## src/rtl/fsqrt_issue_ctrl.sv

```systemverilog
// Flow-control wrapper around a fixed-latency, non-stallable sqrt pipe: credit-gated issue,
// valid/tag shadow pipeline, and a first-word-fall-through result FIFO. Optional macro: FSQRT_SPECIAL_EN.
module fsqrt_issue_ctrl #(
  parameter int LATENCY    = 5,
  parameter int FIFO_DEPTH = 8,
  parameter int TAG_W      = 6
) (
  input  logic             clk,
  input  logic             rst,
  input  logic             in_valid,
  output logic             in_ready,
  input  logic [31:0]      in_x,
  input  logic [TAG_W-1:0] in_tag,
  output logic [31:0]      pipe_x,
  input  logic [31:0]      pipe_res,
  output logic             out_valid,
  input  logic             out_ready,
  output logic [31:0]      out_res,
  output logic [TAG_W-1:0] out_tag,
  output logic             busy
);

  localparam int PTR_W = (FIFO_DEPTH > 1) ? $clog2(FIFO_DEPTH) : 1;
  localparam int CNT_W = $clog2(FIFO_DEPTH + 1);
  localparam logic [CNT_W:0]   DEPTH_W = (CNT_W + 1)'(FIFO_DEPTH);
  localparam logic [CNT_W-1:0] DEPTH_C = CNT_W'(FIFO_DEPTH);

  // Handshakes: a transfer happens on a rising edge where valid & ready are both 1;
  // valid never depends on ready, and a pop's freed credit appears one cycle later.
  logic fire;
  logic capture;
  logic pop;

  logic [LATENCY-1:0] vld_q, vld_d;
  logic [TAG_W-1:0]   tag_q [LATENCY];
  logic [TAG_W-1:0]   tag_d [LATENCY];

  logic [31:0]        mem_res_q [FIFO_DEPTH];
  logic [TAG_W-1:0]   mem_tag_q [FIFO_DEPTH];
  logic [PTR_W-1:0]   wr_ptr_q, wr_ptr_d;
  logic [PTR_W-1:0]   rd_ptr_q, rd_ptr_d;
  logic [CNT_W-1:0]   count_q, count_d;
  logic [CNT_W-1:0]   inflight_q, inflight_d;
  logic [31:0]        cap_res;

  assign pipe_x    = in_x;
  assign in_ready  = ~rst & (({1'b0, inflight_q} + {1'b0, count_q}) < DEPTH_W);
  assign fire      = in_valid & in_ready;
  assign capture   = vld_q[LATENCY-1];
  assign out_valid = (count_q != '0);
  assign pop       = out_valid & out_ready;
  assign busy      = (inflight_q != '0) | (count_q != '0);
  assign out_res   = out_valid ? mem_res_q[rd_ptr_q] : '0;
  assign out_tag   = out_valid ? mem_tag_q[rd_ptr_q] : '0;

`ifdef FSQRT_SPECIAL_EN
  typedef enum logic [1:0] {
    CLS_PASS = 2'd0,
    CLS_NEGZ = 2'd1,
    CLS_QNAN = 2'd2,
    CLS_PINF = 2'd3
  } cls_e;

  cls_e cls_in;
  cls_e cls_q [LATENCY];
  cls_e cls_d [LATENCY];

  // NaN wins over sign; among signed values only -0 survives, everything else negative is invalid.
  always_comb begin
    cls_in = CLS_PASS;
    if (in_x[30:23] == 8'hFF && in_x[22:0] != '0) begin
      cls_in = CLS_QNAN;
    end else if (in_x[31]) begin
      cls_in = (in_x[30:0] == '0) ? CLS_NEGZ : CLS_QNAN;
    end else if (in_x[30:0] == 31'h7F80_0000) begin
      cls_in = CLS_PINF;
    end
  end

  always_comb begin
    cls_d[0] = cls_in;
    for (int i = 1; i < LATENCY; i++) begin
      cls_d[i] = cls_q[i-1];
    end
  end

  always_ff @(posedge clk) begin
    cls_q <= cls_d;
  end

  always_comb begin
    cap_res = pipe_res;
    unique case (cls_q[LATENCY-1])
      CLS_NEGZ: cap_res = 32'h8000_0000;
      CLS_QNAN: cap_res = 32'h7FC0_0000;
      CLS_PINF: cap_res = 32'h7F80_0000;
      default:  cap_res = pipe_res;
    endcase
  end
`else
  assign cap_res = pipe_res;
`endif

  always_comb begin
    vld_d[0] = fire;
    tag_d[0] = in_tag;
    for (int i = 1; i < LATENCY; i++) begin
      vld_d[i] = vld_q[i-1];
      tag_d[i] = tag_q[i-1];
    end
  end

  always_ff @(posedge clk) begin
    if (rst) begin
      vld_q <= '0;
    end else begin
      vld_q <= vld_d;
    end
    tag_q <= tag_d;
  end

  always_comb begin
    wr_ptr_d   = wr_ptr_q;
    rd_ptr_d   = rd_ptr_q;
    count_d    = count_q;
    inflight_d = inflight_q;
    if (capture) begin
      wr_ptr_d = wr_ptr_q + PTR_W'(1);
    end
    if (pop) begin
      rd_ptr_d = rd_ptr_q + PTR_W'(1);
    end
    unique case ({capture, pop})
      2'b10:   count_d = count_q + CNT_W'(1);
      2'b01:   count_d = count_q - CNT_W'(1);
      default: count_d = count_q;
    endcase
    unique case ({fire, capture})
      2'b10:   inflight_d = inflight_q + CNT_W'(1);
      2'b01:   inflight_d = inflight_q - CNT_W'(1);
      default: inflight_d = inflight_q;
    endcase
  end

  always_ff @(posedge clk) begin
    if (rst) begin
      wr_ptr_q   <= '0;
      rd_ptr_q   <= '0;
      count_q    <= '0;
      inflight_q <= '0;
    end else begin
      wr_ptr_q   <= wr_ptr_d;
      rd_ptr_q   <= rd_ptr_d;
      count_q    <= count_d;
      inflight_q <= inflight_d;
    end
  end

  // Storage is not reset; count_q alone decides which entries are live.
  always_ff @(posedge clk) begin
    if (capture) begin
      mem_res_q[wr_ptr_q] <= cap_res;
      mem_tag_q[wr_ptr_q] <= tag_q[LATENCY-1];
    end
  end

  // The credit check on issue must make a capture into a full FIFO impossible.
  a_no_overflow: assert property (@(posedge clk) disable iff (rst)
    capture |-> (count_q != DEPTH_C));

endmodule

```

## config.mk

```make
export PLATFORM = sky130hd
export DESIGN_NAME = fsqrt_issue_ctrl
export DESIGN_NICKNAME = d
export VERILOG_FILES = /design/src/rtl/fsqrt_issue_ctrl.sv
export SDC_FILE = /design/constraint.sdc
export NUM_CORES = 1
export LEC_CHECK = 0
export CAP_MARGIN = 15
export CORE_AREA = 3 3 122 183
export CTS_BUF_LIST = sky130_fd_sc_hd__clkbuf_8
export DETAILED_ROUTE_END_ITERATION = 10
export DIE_AREA = 0 0 125 186
export DONT_BUFFER_PORTS = 1
export PLACE_DENSITY = 0.87
export SYNTH_ARGS = -nofsm -noshare
export SYNTH_HDL_FRONTEND = slang
export SYNTH_SLANG_ARGS = --single-unit
```

## constraint.sdc

```tcl
create_clock -name clk -period 5.3 [get_ports clk]
set_clock_uncertainty 0.1 [all_clocks]
set_input_delay 0.265 -clock clk [delete_from_list [all_inputs] [get_ports clk]]
set_output_delay 0.265 -clock clk [all_outputs]
set_load 0.05 [all_outputs]
```

# Yosys cells after proc, flatten, opt, wreduce, memory -nomap -nowiden
# Memory sizes are Yosys's and may differ from the RTL's. A register that Yosys moved wholly into a read port is not among the register bits.
# Index checks and enable logic that the tools add are counted.
dict set report word_totals {
  in_bits 74
  ff_bits 49
  output_inout_bits 73
  n_memories 2
  ram_bits 304
}
# name words width read_ports rd_ports_with_merged_regs write_ports line
set mem_list {}
lappend mem_list {mem_res_q 8 32 1 1 1 38} ;# logic [31:0] mem_res_q [FIFO_DEPTH];
lappend mem_list {mem_tag_q 8 6 1 1 1 39} ;# logic [TAG_W-1:0] mem_tag_q [FIFO_DEPTH];
dict set report classes {
  bitwise_logic 5
  mux 10
  n_eq_ne 4
  add_sub_neg 7
  n_reduce_logical 4
  magnitude_cmp 1
}
# operator n
set ops {}
lappend ops {{two-way mux 32 bit} 1}
lappend ops {{case mux 4 bit (2 select lines)} 2}
lappend ops {{two-way mux 3 bit} 4}
lappend ops {{adder 4 x 1 -> 4 bit (second input constant)} 2}
lappend ops {{nonzero test 4 bit} 2}
lappend ops {{subtractor 4 x 1 -> 4 bit (second input constant)} 2}
lappend ops {{adder 3 x 1 -> 3 bit (second input constant)} 2}
lappend ops {{two-way mux 6 bit} 1}
lappend ops {{adder 4 x 4 -> 5 bit} 1}
lappend ops {{less-than comparator 5 x 4 -> 1 bit (second input constant)} 1}
lappend ops {{== test 2 x 1 -> 1 bit (second input constant)} 2}
lappend ops {{== test 2 bit (second input constant)} 2}
lappend ops {{nonzero test 2 bit} 2}
lappend ops {{bitwise AND 1 bit} 3}
lappend ops {{two-way mux 1 bit} 2}
lappend ops {{inverter 1 bit} 1}
lappend ops {{bitwise OR 1 bit} 1}

# Logic depth before layout (Yosys ltp)
dict set report depth {
  depth_word 6
  depth_mapped 12
  ltp_nobuf 12
}

# Worst setup path before layout
# No wires, ideal clock.
dict set report synth_timing {
  path_type {register to register}
  start {reg count_q[3]}
  end {reg inflight_q[3]}
  stages_incl_launch_ff 12
  t_arrival_ps 3582
  synth_period_minus_slack_ps 3753
  n_path_buf 0
  setup_ps 71
  setup_slack_ps 1547
  path_cell_list {dfxtp_1 > ha_1 > or4_1 > a21oi_1 > and2_1 > inv_2 > ha_1 > ha_1 > a21oi_1 > a21oi_1 > or4_1 > a21oi_1}
}
dict set report synth_between {
  elab_chain_len 6
}
# item line
set synth_rtl {}
lappend synth_rtl {{start: declaration} 42} ;# logic [CNT_W-1:0] count_q, count_d;
lappend synth_rtl {{start signal: assignment} 154} ;# count_q <= count_d;
lappend synth_rtl {{adder 4 x 4 -> 5 bit *} 47} ;# assign in_ready = ~rst & (({1'b0, inflight_q} + {1'b0, count_q}) < DEPTH_W);
lappend synth_rtl {{less-than comparator 5 x 4 -> 1 bit *} 47}
lappend synth_rtl {{bitwise AND 1 bit *} 47}
lappend synth_rtl {{via in_ready} 11} ;# output logic in_ready,
lappend synth_rtl {{bitwise AND 1 bit *} 48} ;# assign fire = in_valid & in_ready;
lappend synth_rtl {{== test 2 x 1 -> 1 bit / == test 2 bit (equally long branches)} 138} ;# unique case ({fire, capture})
lappend synth_rtl {{case mux 4 bit (2 select lines) / nonzero test 2 bit (equally long branches)} n/a}
lappend synth_rtl {{end signal: assignment} 155} ;# inflight_q <= inflight_d;
lappend synth_rtl {{end: declaration} 43} ;# logic [CNT_W-1:0] inflight_q, inflight_d;
# The timed path passes the listed nets; every way through them passes the cells marked *.
# A chain may end at the register's enable or synchronous reset.

# Final worst setup path
dict set report layout_timing {
  start {reg count_q[0]}
  end {reg count_q[3]}
}
dict set report layout_between {
  elab_chain_len 4
}
# item line
set layout_rtl {}
lappend layout_rtl {{nonzero test 4 bit *} 50} ;# assign out_valid = (count_q != '0);
lappend layout_rtl {{via out_valid} 16} ;# output logic out_valid,
lappend layout_rtl {{bitwise AND 1 bit *} 51} ;# assign pop = out_valid & out_ready;
lappend layout_rtl {{== test 2 x 1 -> 1 bit / == test 2 bit (equally long branches)} 133} ;# unique case ({capture, pop})
lappend layout_rtl {{case mux 4 bit (2 select lines) / nonzero test 2 bit (equally long branches)} n/a}
# Marks and branches as above.

==> metrics.md <==
| Metric | Value |
|---|---|
| Status | `finished clean` |
| Seq/Total Area, Yosys | `about three quarters` |
| Cells after Synth | `about 660` |
| DRC violations left | `0` |
| Yosys reg bits | `356` |
| First-pass GRT wire length | `~38000 um` |
| H-Tree Depth | `2` |
| Number of synthesized flops with an enable pin | `approximately 300` |
| Pin count of the biggest net entering global routing | `between 70 and 80` |
| Max_cap viols | `0` |
| CP dominant cell by count | `a21oi_1` |
| Sink Count | `around 360` |
| Top cells by instance count after synthesis | `edfxtp_1, mux4_2, nor2_1` |
| Layout area overhead | `11.2%` |
| Clock slew at reported path FFs | `~0.060 ns` |
| Initial antenna violation count | `2` |
| Setup violations, final | `0` |
| Worst-skew pair later-pin latency | `around 0.54 ns` |
| CP Class | `register to register` |
| FF+latch area | `approximately 10000 um2` |
| Worst Setup End Kind | `register` |
| Synth cell types | `32` |
| CTS tree | `done` |
| Worst-Margin Slew | `around 1.2 ns` |
| Leading area contributor after synthesis | `edfxtp_1` |
| Wirelength, routed | `between 20000 and 30000 um` |
| Pwr/cell area | `around 360 nW/um2` |
| Vias in the first global route | `between 6k and 7k` |
| Post-Syn Area | `approximately 14000 um2` |
| Ys Warns | `0` |
| WL per Instance | `around 25 um` |
| Multi-input logic area | `2900 um2` |
| VDD IR max | `324 uV` |
| Die width | `about 130 um` |
| Row Count | `65` |
| Setup Fix Bufs, Post-CTS | `0` |
| Tot GR Track Use | `between 20 and 25%` |
| Max transition margin | `21.9%` |
| Nets | `roughly 790` |
| Setup_tns | `0 ns` |
| Mapped Nets | `750` |
| Ys flop type | `edfxtp_1` |
| RSZ-0062 raised after global routing | `false` |
| Crit path max fanout | `40` |
| Critical Path RT | `5.66 ns` |
| Routed Antenna Nets | `0` |
| Crit share post-route | `roughly 67%` |
| Global placer's final weighted congestion | `around 0.79` |
| Total power | `about 5.4 mW` |
| Vias per cell | `about 6.2` |
| FFs w/ async S/R, synth | `0%` |
| CP Cell Sequence | `nor4_4 > buf_4 > inv_2 > and2_1 > ha_1 > ha_1 > a21oi_1 > a21oi_1 > or4_1 > a21oi_1` |
| Tightest Hold Check Type | `primary input to register` |
| Critical Path Start Type | `register` |
| Die area | `roughly 23000 um2` |
| Slowest library cell on the worst path | `buf_4` |
| Final min period | `between 3 and 4 ns` |
| Clock buffer depth | `3` |
| IO Count | `between 100 and 150` |
| Initial drt markers | `512` |
| Worst EP arrival | `slightly below 4 ns` |
| Root Driver | `clkbuf_8` |
| Average cell area after synthesis | `20.4 um2` |
| Max Fclk | `284 MHz` |
| Initial Util | `around 64%` |
| Core area | `roughly 21000 um2` |
| Fraction of synthesized cell area taken by the top area cell type | `67.5%` |
| TritonCTS buffer count | `49` |
| Cell leakage power | `between 4 and 5 nW` |
| Final Max Slew Viols | `0` |
| Via count | `6263` |
| Hpwl dp | `13900 um` |
| FILL cells | `~1.1k` |
| First-pass iteration count of the detailed router | `6` |
| Most numerous cell in the Yosys netlist | `edfxtp_1` |
| I/O Buffers | `0` |
| Chip height | `between 150 and 200 um` |
| Overflow after GRT | `0` |
| Top cells by area, synth | `edfxtp_1, mux4_2, dfxtp_1` |
| Critical Path Max Stage Delay | `between 0.5 and 0.6 ns` |
| Hold Vio Cnt, Final | `0` |
| Layout cells sized above 1 | `22.5%` |
[cell type report]
type	count	share of cell area, %
diodes	2	0.0333
clock buffers	58	5.31
clock inverters	32	1.80
inverters	9	0.225
multi-input cells	237	19.3
flip-flops and latches	356	67.7
well taps	268	2.23
repair buffers	54	3.38
[where the power goes]
part           switching [mW]  internal [mW]  total [mW]
registers              0.0160           3.05        3.07
clock network           0.960           1.24        2.20
logic                  0.0995         0.0540       0.154
total                    1.08           4.35        5.43
[worst max-delay path: cells and delay by family (launching register included)]
family / cells / cell delay (ns)
flops: 1 / 0.39
simple gates: 3 / 1.04
fa+ha+maj: 2 / 0.61
compound gates: 3 / 0.51
buf+inv: 2 / 0.80
[layout by cell type (no fill, tap or decap)]
master / synthesis / layout
nor2_4: 0 / 6
dfxtp_2: 0 / 1
inv_6: 0 / 1
nand3_1: 3 / 3
mux4_1: 6 / 6
mux2i_1: 40 / 40
dlygate4sd3_1: 0 / 41
clkbuf_8: 0 / 58
bufinv_16: 0 / 5
nor4_4: 1 / 1
a31o_2: 1 / 1
fa_1: 2 / 2
and2_1: 2 / 2
buf_4: 33 / 13
xor2_1: 6 / 6
nor4_1: 1 / 1
diode_2: 0 / 2
clkinv_1: 0 / 3
nor2_1: 61 / 55
nand2_1: 4 / 4
clkinvlp_4: 0 / 1
clkinv_2: 0 / 4
inv_2: 2 / 2
inv_1: 7 / 24
mux4_2: 70 / 70
nor3_2: 0 / 2
dfxtp_1: 52 / 49
clkinv_4: 0 / 1
nor2b_1: 4 / 4
o31ai_1: 2 / 2
ha_1: 11 / 11
nand2b_1: 3 / 3
dfxtp_4: 0 / 2
xnor2_1: 2 / 2
or4_1: 3 / 3
edfxtp_1: 304 / 304
and3_1: 2 / 2
a21oi_1: 11 / 11
[per-layer routing]
metal	part of all wire (%)	global-route usage, %
met2	53	38.4
met5	0	0
met3	7.1	4.97
met1	37	26.8
met4	3.0	8.72
[path summary, 6_finish.rpt]
path | startpoint | endpoint | slack (ns) | cells past startpoint
min reg2reg | tag_d[18] | tag_d[12] | 0.22 | 0
min | out_ready | rd_ptr_q[0] | 0.05 | 3
max | count_q[0] | count_q[3] | 1.78 | 10
max reg2reg | count_q[0] | count_q[3] | 1.78 | 10
[cell families after synthesis]
| logic type | Yosys count | synth area share, % |
|---|---|---|
| buffers and inverters | 70 | 3.68 |
| multiplexers | 116 | 15.8 |
| flip-flops | 356 | 75.2 |
| XOR/XNOR | 8 | 0.518 |
| adder cells (fa/ha/maj) | 13 | 1.31 |
| AND/OR/NAND/NOR | 86 | 2.87 |
| AO/OA/AOI/OAI | 14 | 0.583 |
[sequential cells by signal (all words and copies together), names as in the netlist, named ones only]
register / count
mem_tag_q: 48
wr_ptr_q: 3
mem_res_q: 256
vld_q: 5
count_q: 4
inflight_q: 4
rd_ptr_q: 3
tag_d: 24
tag_q: 6
[repair_timing]
action / 4_1_cts / 5_1_grt
hold buffers: 41 / 0
resized for setup: 0 / 0
hold endpoints to repair: 284 / 0
[through the flow]
| stage | utilization (%) | cells | hold WS (ns) | area, um2 | setup WS (ns) |
|---|---|---|---|---|---|
| final | 71.6 | 1016 | 0.0483 | 15000 | 1.78 |
| after global routing | 71.6 | 1016 | 0.0729 | 15000 | 1.56 |
| after CTS | 71.6 | 1014 | 0.0276 | 15000 | 1.74 |
| after detailed placement | 64.6 | 883 | 0.193 | 13500 | 1.88 |
| after global placement | 64.6 | 883 | 0.193 | 13500 | 2.01 |
| after floorplan | - | 663 | 0.193 | 13500 | 1.55 |
Power figures use the tool's default switching activity.
